==> src/rtl/ascii_pkg.sv <==
// Shared ASCII constants, parser FSM state encoding and the nibble-to-ASCII
// mapping that the parser's classifier inverts.
package ascii_pkg;

  localparam logic [7:0] ASCII_CR   = 8'h0D;
  localparam logic [7:0] ASCII_LF   = 8'h0A;
  localparam logic [7:0] ASCII_0    = 8'h30;
  localparam logic [7:0] ASCII_UC_A = 8'h41;
  localparam logic [7:0] ASCII_LC_A = 8'h61;

  typedef enum logic [1:0] {
    ST_IDLE    = 2'd0,
    ST_ACCUM   = 2'd1,
    ST_FULL    = 2'd2,
    ST_DISCARD = 2'd3
  } state_t;

  // Uppercase hex digit for a nibble; ascii_to_nibble is its exact inverse.
  function automatic logic [7:0] nibble_to_ascii(input logic [3:0] n);
    if (n < 4'd10) nibble_to_ascii = ASCII_0 + {4'd0, n};
    else           nibble_to_ascii = ASCII_UC_A + {4'd0, n} - 8'd10;
  endfunction

endpackage

==> src/rtl/ascii_to_nibble.sv <==
// Combinational byte classifier: hex digit -> nibble, CR/LF -> terminator.
// Lowercase 'a'-'f' are digits only when ASCII_HEX_LOWER_EN is defined.
module ascii_to_nibble
  import ascii_pkg::*;
(
  input  logic [7:0] ascii,
  output logic [3:0] nibble,
  output logic       is_digit,
  output logic       is_term
);

  logic [7:0] w_ofs;

  always_comb begin
    nibble   = 4'd0;
    is_digit = 1'b0;
    w_ofs    = 8'd0;
    is_term  = (ascii == ASCII_CR) || (ascii == ASCII_LF);
    if (ascii >= ASCII_0 && ascii <= ASCII_0 + 8'd9) begin
      w_ofs    = ascii - ASCII_0;
      nibble   = w_ofs[3:0];
      is_digit = 1'b1;
    end else if (ascii >= ASCII_UC_A && ascii <= ASCII_UC_A + 8'd5) begin
      w_ofs    = ascii - ASCII_UC_A + 8'd10;
      nibble   = w_ofs[3:0];
      is_digit = 1'b1;
    end
`ifdef ASCII_HEX_LOWER_EN
    else if (ascii >= ASCII_LC_A && ascii <= ASCII_LC_A + 8'd5) begin
      w_ofs    = ascii - ASCII_LC_A + 8'd10;
      nibble   = w_ofs[3:0];
      is_digit = 1'b1;
    end
`endif
  end

endmodule

==> src/rtl/ascii_hex_parser.sv <==
// Parses CR/LF-terminated ASCII hex words of up to DIGITS digits.
// Optional macro ASCII_HEX_LOWER_EN accepts lowercase 'a'-'f' as digits.
module ascii_hex_parser
  import ascii_pkg::*;
#(
  parameter int DIGITS = 4
) (
  input  logic                  clk,
  input  logic                  rst,
  input  logic [7:0]            rx_data,
  input  logic                  rx_valid,
  output logic [4*DIGITS-1:0]   word_data,
  output logic                  word_valid,
  output logic                  err
);

  localparam int W  = 4 * DIGITS;
  localparam int CW = $clog2(DIGITS + 1);
  localparam logic [CW-1:0] CNT_MAX = CW'(DIGITS);

  logic [3:0]    w_nibble;
  logic          w_is_digit;
  logic          w_is_term;
  logic [CW-1:0] w_cnt_nxt;

  state_t        r_state;
  logic [W-1:0]  r_acc;
  logic [CW-1:0] r_cnt;

  ascii_to_nibble u_cls (
    .ascii    (rx_data),
    .nibble   (w_nibble),
    .is_digit (w_is_digit),
    .is_term  (w_is_term)
  );

  assign w_cnt_nxt = r_cnt + 1'b1;

  always_ff @(posedge clk) begin
    if (rst) begin
      r_state    <= ST_IDLE;
      r_acc      <= '0;
      r_cnt      <= '0;
      word_data  <= '0;
      word_valid <= 1'b0;
      err        <= 1'b0;
    end else begin
      word_valid <= 1'b0;
      err        <= 1'b0;
      if (rx_valid) begin
        case (r_state)
          ST_IDLE: begin
            if (w_is_digit) begin
              r_acc   <= W'(w_nibble);
              r_cnt   <= CW'(1);
              r_state <= (DIGITS == 1) ? ST_FULL : ST_ACCUM;
            end else if (!w_is_term) begin
              err     <= 1'b1;
              r_state <= ST_DISCARD;
            end
          end
          ST_ACCUM: begin
            if (w_is_digit) begin
              r_acc   <= (r_acc << 4) | W'(w_nibble);
              r_cnt   <= w_cnt_nxt;
              if (w_cnt_nxt == CNT_MAX) r_state <= ST_FULL;
            end else if (w_is_term) begin
              word_data  <= r_acc;
              word_valid <= 1'b1;
              r_state    <= ST_IDLE;
            end else begin
              err     <= 1'b1;
              r_state <= ST_DISCARD;
            end
          end
          ST_FULL: begin
            // Any further digit is an overflow, handled like a bad byte.
            if (w_is_term) begin
              word_data  <= r_acc;
              word_valid <= 1'b1;
              r_state    <= ST_IDLE;
            end else begin
              err     <= 1'b1;
              r_state <= ST_DISCARD;
            end
          end
          ST_DISCARD: begin
            if (w_is_term) r_state <= ST_IDLE;
          end
          default: r_state <= ST_IDLE;
        endcase
      end
    end
  end

endmodule

==> config.mk <==
export PLATFORM = sky130hd
export DESIGN_NAME = ascii_hex_parser
export DESIGN_NICKNAME = d
export VERILOG_FILES = /design/src/rtl/ascii_pkg.sv /design/src/rtl/ascii_to_nibble.sv /design/src/rtl/ascii_hex_parser.sv
export SDC_FILE = /design/constraint.sdc
export NUM_CORES = 1
export LEC_CHECK = 0
export ABC_AREA = 0
export BUFFER_PORTS_ARGS = -buffer_cell sky130_fd_sc_hd__buf_2
export CAP_MARGIN = 20
export CELL_PAD_IN_SITES_DETAIL_PLACEMENT = 2
export CELL_PAD_IN_SITES_GLOBAL_PLACEMENT = 2
export CORE_UTILIZATION = 37
export CTS_CLUSTER_DIAMETER = 50
export DETAILED_ROUTE_END_ITERATION = 8
export PLACE_DENSITY_LB_ADDON = 0.1
export SYNTH_ARGS = -nofsm -noshare
export SYNTH_HDL_FRONTEND = slang
export SYNTH_SLANG_ARGS = --single-unit
export TNS_END_PERCENT = 10
==> constraint.sdc <==
create_clock -name clk -period 2.9 [get_ports clk]
set_input_delay 0.435 -clock clk [delete_from_list [all_inputs] [get_ports clk]]
set_output_delay 0.435 -clock clk [all_outputs]
set_load 0.01 [all_outputs]
==> metrics <==
initial antenna violation count 0; PortBufs 28; clk sink count 39; critical path launch point type input port; shortest period the worst path allows approximately 2.2 ns; ANT cells 0; maximum vdd drop 0.225 mV; asr flop ratio synth 0; wire length per cell 15.7 um; Yosys cell types 42; CTS root buffer clkbuf_8; DRC 0; crit path from rx_data[1]; leakage approximately 0.93 nW; Yosys Warn Count 0; Core Box Area 0.00472 mm^2; period utilisation layout 0.749; # resized after CTS 0; non-filler cells, final ~290; Routed Antenna Nets 0; register area share after synthesis 0.432; Ports 29; vias post-DR roughly 1,500; PD cells 553 mW/mm^2; Iteration-0 DRC Markers 58; vias in the first global route 1,516; Net Count, Synth 212; Skew-Pair Late Insertion Delay 0.29 ns; TNS Setup 0 ns; CTS HTree Levels 2; Worst slew margin 0.558; Slew @ Worst Pin 0.663 ns; crit end category flop; average cell area after synthesis 9.45 um^2; # Post-CTS Setup Buffers 0; first-pass iteration count of the detailed router 4; die width 71.9 um; DP Wirelength 3310 um; top cells by count, synth dfxtp_1, nor2_1, nand2_1; min setup slack post-route 0.726 ns; hold path startpoint r_acc[13]$_SDFFE_PP0P_; drt via density slightly above 5; RSZ-0062 raised after global routing no; Die H 71.9 um; Layout Nets 238; routability cong. between 0.8 and 0.9; CP max FO 10; ys flop type dfxtp_1; final setup vio count 0; Post-Syn Area 0.00181 mm^2; Longest Clk Path Bufs 2; CTS tree done; Crit Path Category in -> reg; status finished clean; count of final hold-check violations 0; Hold Crit Class reg -> reg; CTS Hold Buffers Added 0; fmax 460 MHz; RR Startpoint r_state[1]$_SDFFE_PP0P_; worst slack, placed 0.414 ns; synthesized flop and latch total 39; die area 0.00516 mm^2; Critical Path AT between 2 and 2.5 ns; first-pass GRT wire length 7450 um; Worst Skew between 0.005 and 0.006 ns; leading area contributor after synthesis dfxtp_1; Post-Synthesis Cells roughly 190; placed instance count about 280; Total Power 1.14 mW; Final Instance Area 0.00206 mm^2; Max-Cap Viols 0; EDFF count, synth 0; Routed WL ~4500 um; Layout area overhead 13.9%; largest net degree at the start of global routing 37; gr usage total 0.186; initial core utilization 0.382; TritonCTS buffer count 5; clock transition at the registers of the reported paths roughly 0.070 ns; most frequent cell after synthesis dfxtp_1; # rows 25; share of cells above drive strength 1 0.206; GRT overflow 0; Final Max Tran Viols 0; CP required roughly 3.1 ns; Placed Area between 0.0015 and 0.002 mm^2; largest cells by area after synthesis dfxtp_1, mux2i_1, ha_1; top-area cell type share of the netlist area 0.432
## kinds of logic after synthesis
group	after synthesis	share of synthesized area
xor+xnor	1	0.00485
flops	39	0.432
mux	17	0.0949
simple gates	73	0.193
compound gates	34	0.150
fa+ha+maj	10	0.0693
buf+inv	17	0.0547
## through the flow
step / util / hold slack (ns)
floorplan: - / 0.431
global placement: 0.417 / 0.452
detailed placement: 0.417 / 0.457
CTS: 0.435 / 0.467
global route: 0.435 / 0.496
finish: 0.435 / 0.463
## routing by layer
| metal | track usage | up-vias | share of wire |
|---|---|---|---|
| met5 | 0 | - | 0 |
| met1 | 0.247 | 718 | 0.48 |
| met3 | 0.0338 | 6 | 0.044 |
| met4 | 0.0523 | 0 | 0.010 |
| met2 | 0.308 | 31 | 0.46 |
| li1 | - | 725 | - |
## final cells by class
type,instances,area (um^2)
clock inverter,2,12.5
multi-input combinational,135,926
timing repair buffer,31,163
tap,67,83.8
clock buffer,6,72.6
sequential,39,781
fill,529,2670
inverter,5,18.8
## registers in the layout, summed over array words and instances (netlist names)
signal and count:
err 1, r_acc 16, r_cnt 3, r_state 2, word_data 16, word_valid 1
## worst max-delay path, stage by stage
cell      delay [ns]
buf_2           0.13
inv_1           0.07
ha_1            0.20
or3b_1          0.38
and4_4          0.24
o311ai_4        0.46
buf_4           0.25
nand2_1         0.07
a21oi_1         0.14
## power by group
part / switching [mW] / internal, mW / total [mW] / leakage [nW]
registers: 0.0197 / 0.556 / 0.576 / 0.315
clock network: 0.190 / 0.168 / 0.358 / 0.0412
logic: 0.134 / 0.0690 / 0.203 / 0.576
total: 0.343 / 0.793 / 1.14 / 0.933
## placed cells by master (no fill, tap or decap), types with 2 or more instances in the layout
cell      synthesis  final
a21oi_1          15     15
a31oi_1           2      2
a32o_1            2      2
buf_2             1     28
buf_4             1      3
clkbuf_8          0      5
dfxtp_1          39     39
ha_1             10     10
inv_1             5      5
mux2i_1          16     16
nand2_1          18     18
nand3_1          14     14
nand4_1           2      2
nand4b_1          2      2
nor2_1           24     24
nor3_1            2      2
nor4_1            2      2
o211ai_1          2      2
o21ai_1           3      3
## final timing paths
kind	end	slack [ns]	cells after the start
worst max-delay path	r_acc[5]$_SDFFE_PP0P_	0.73	9
worst min-delay path	r_acc[13]$_SDFFE_PP0P_	0.46	2
worst max register to register	r_acc[1]$_SDFFE_PP0P_	0.86	6
worst min register to register	r_acc[13]$_SDFFE_PP0P_	0.46	2
(Power assumes the default switching activity.)
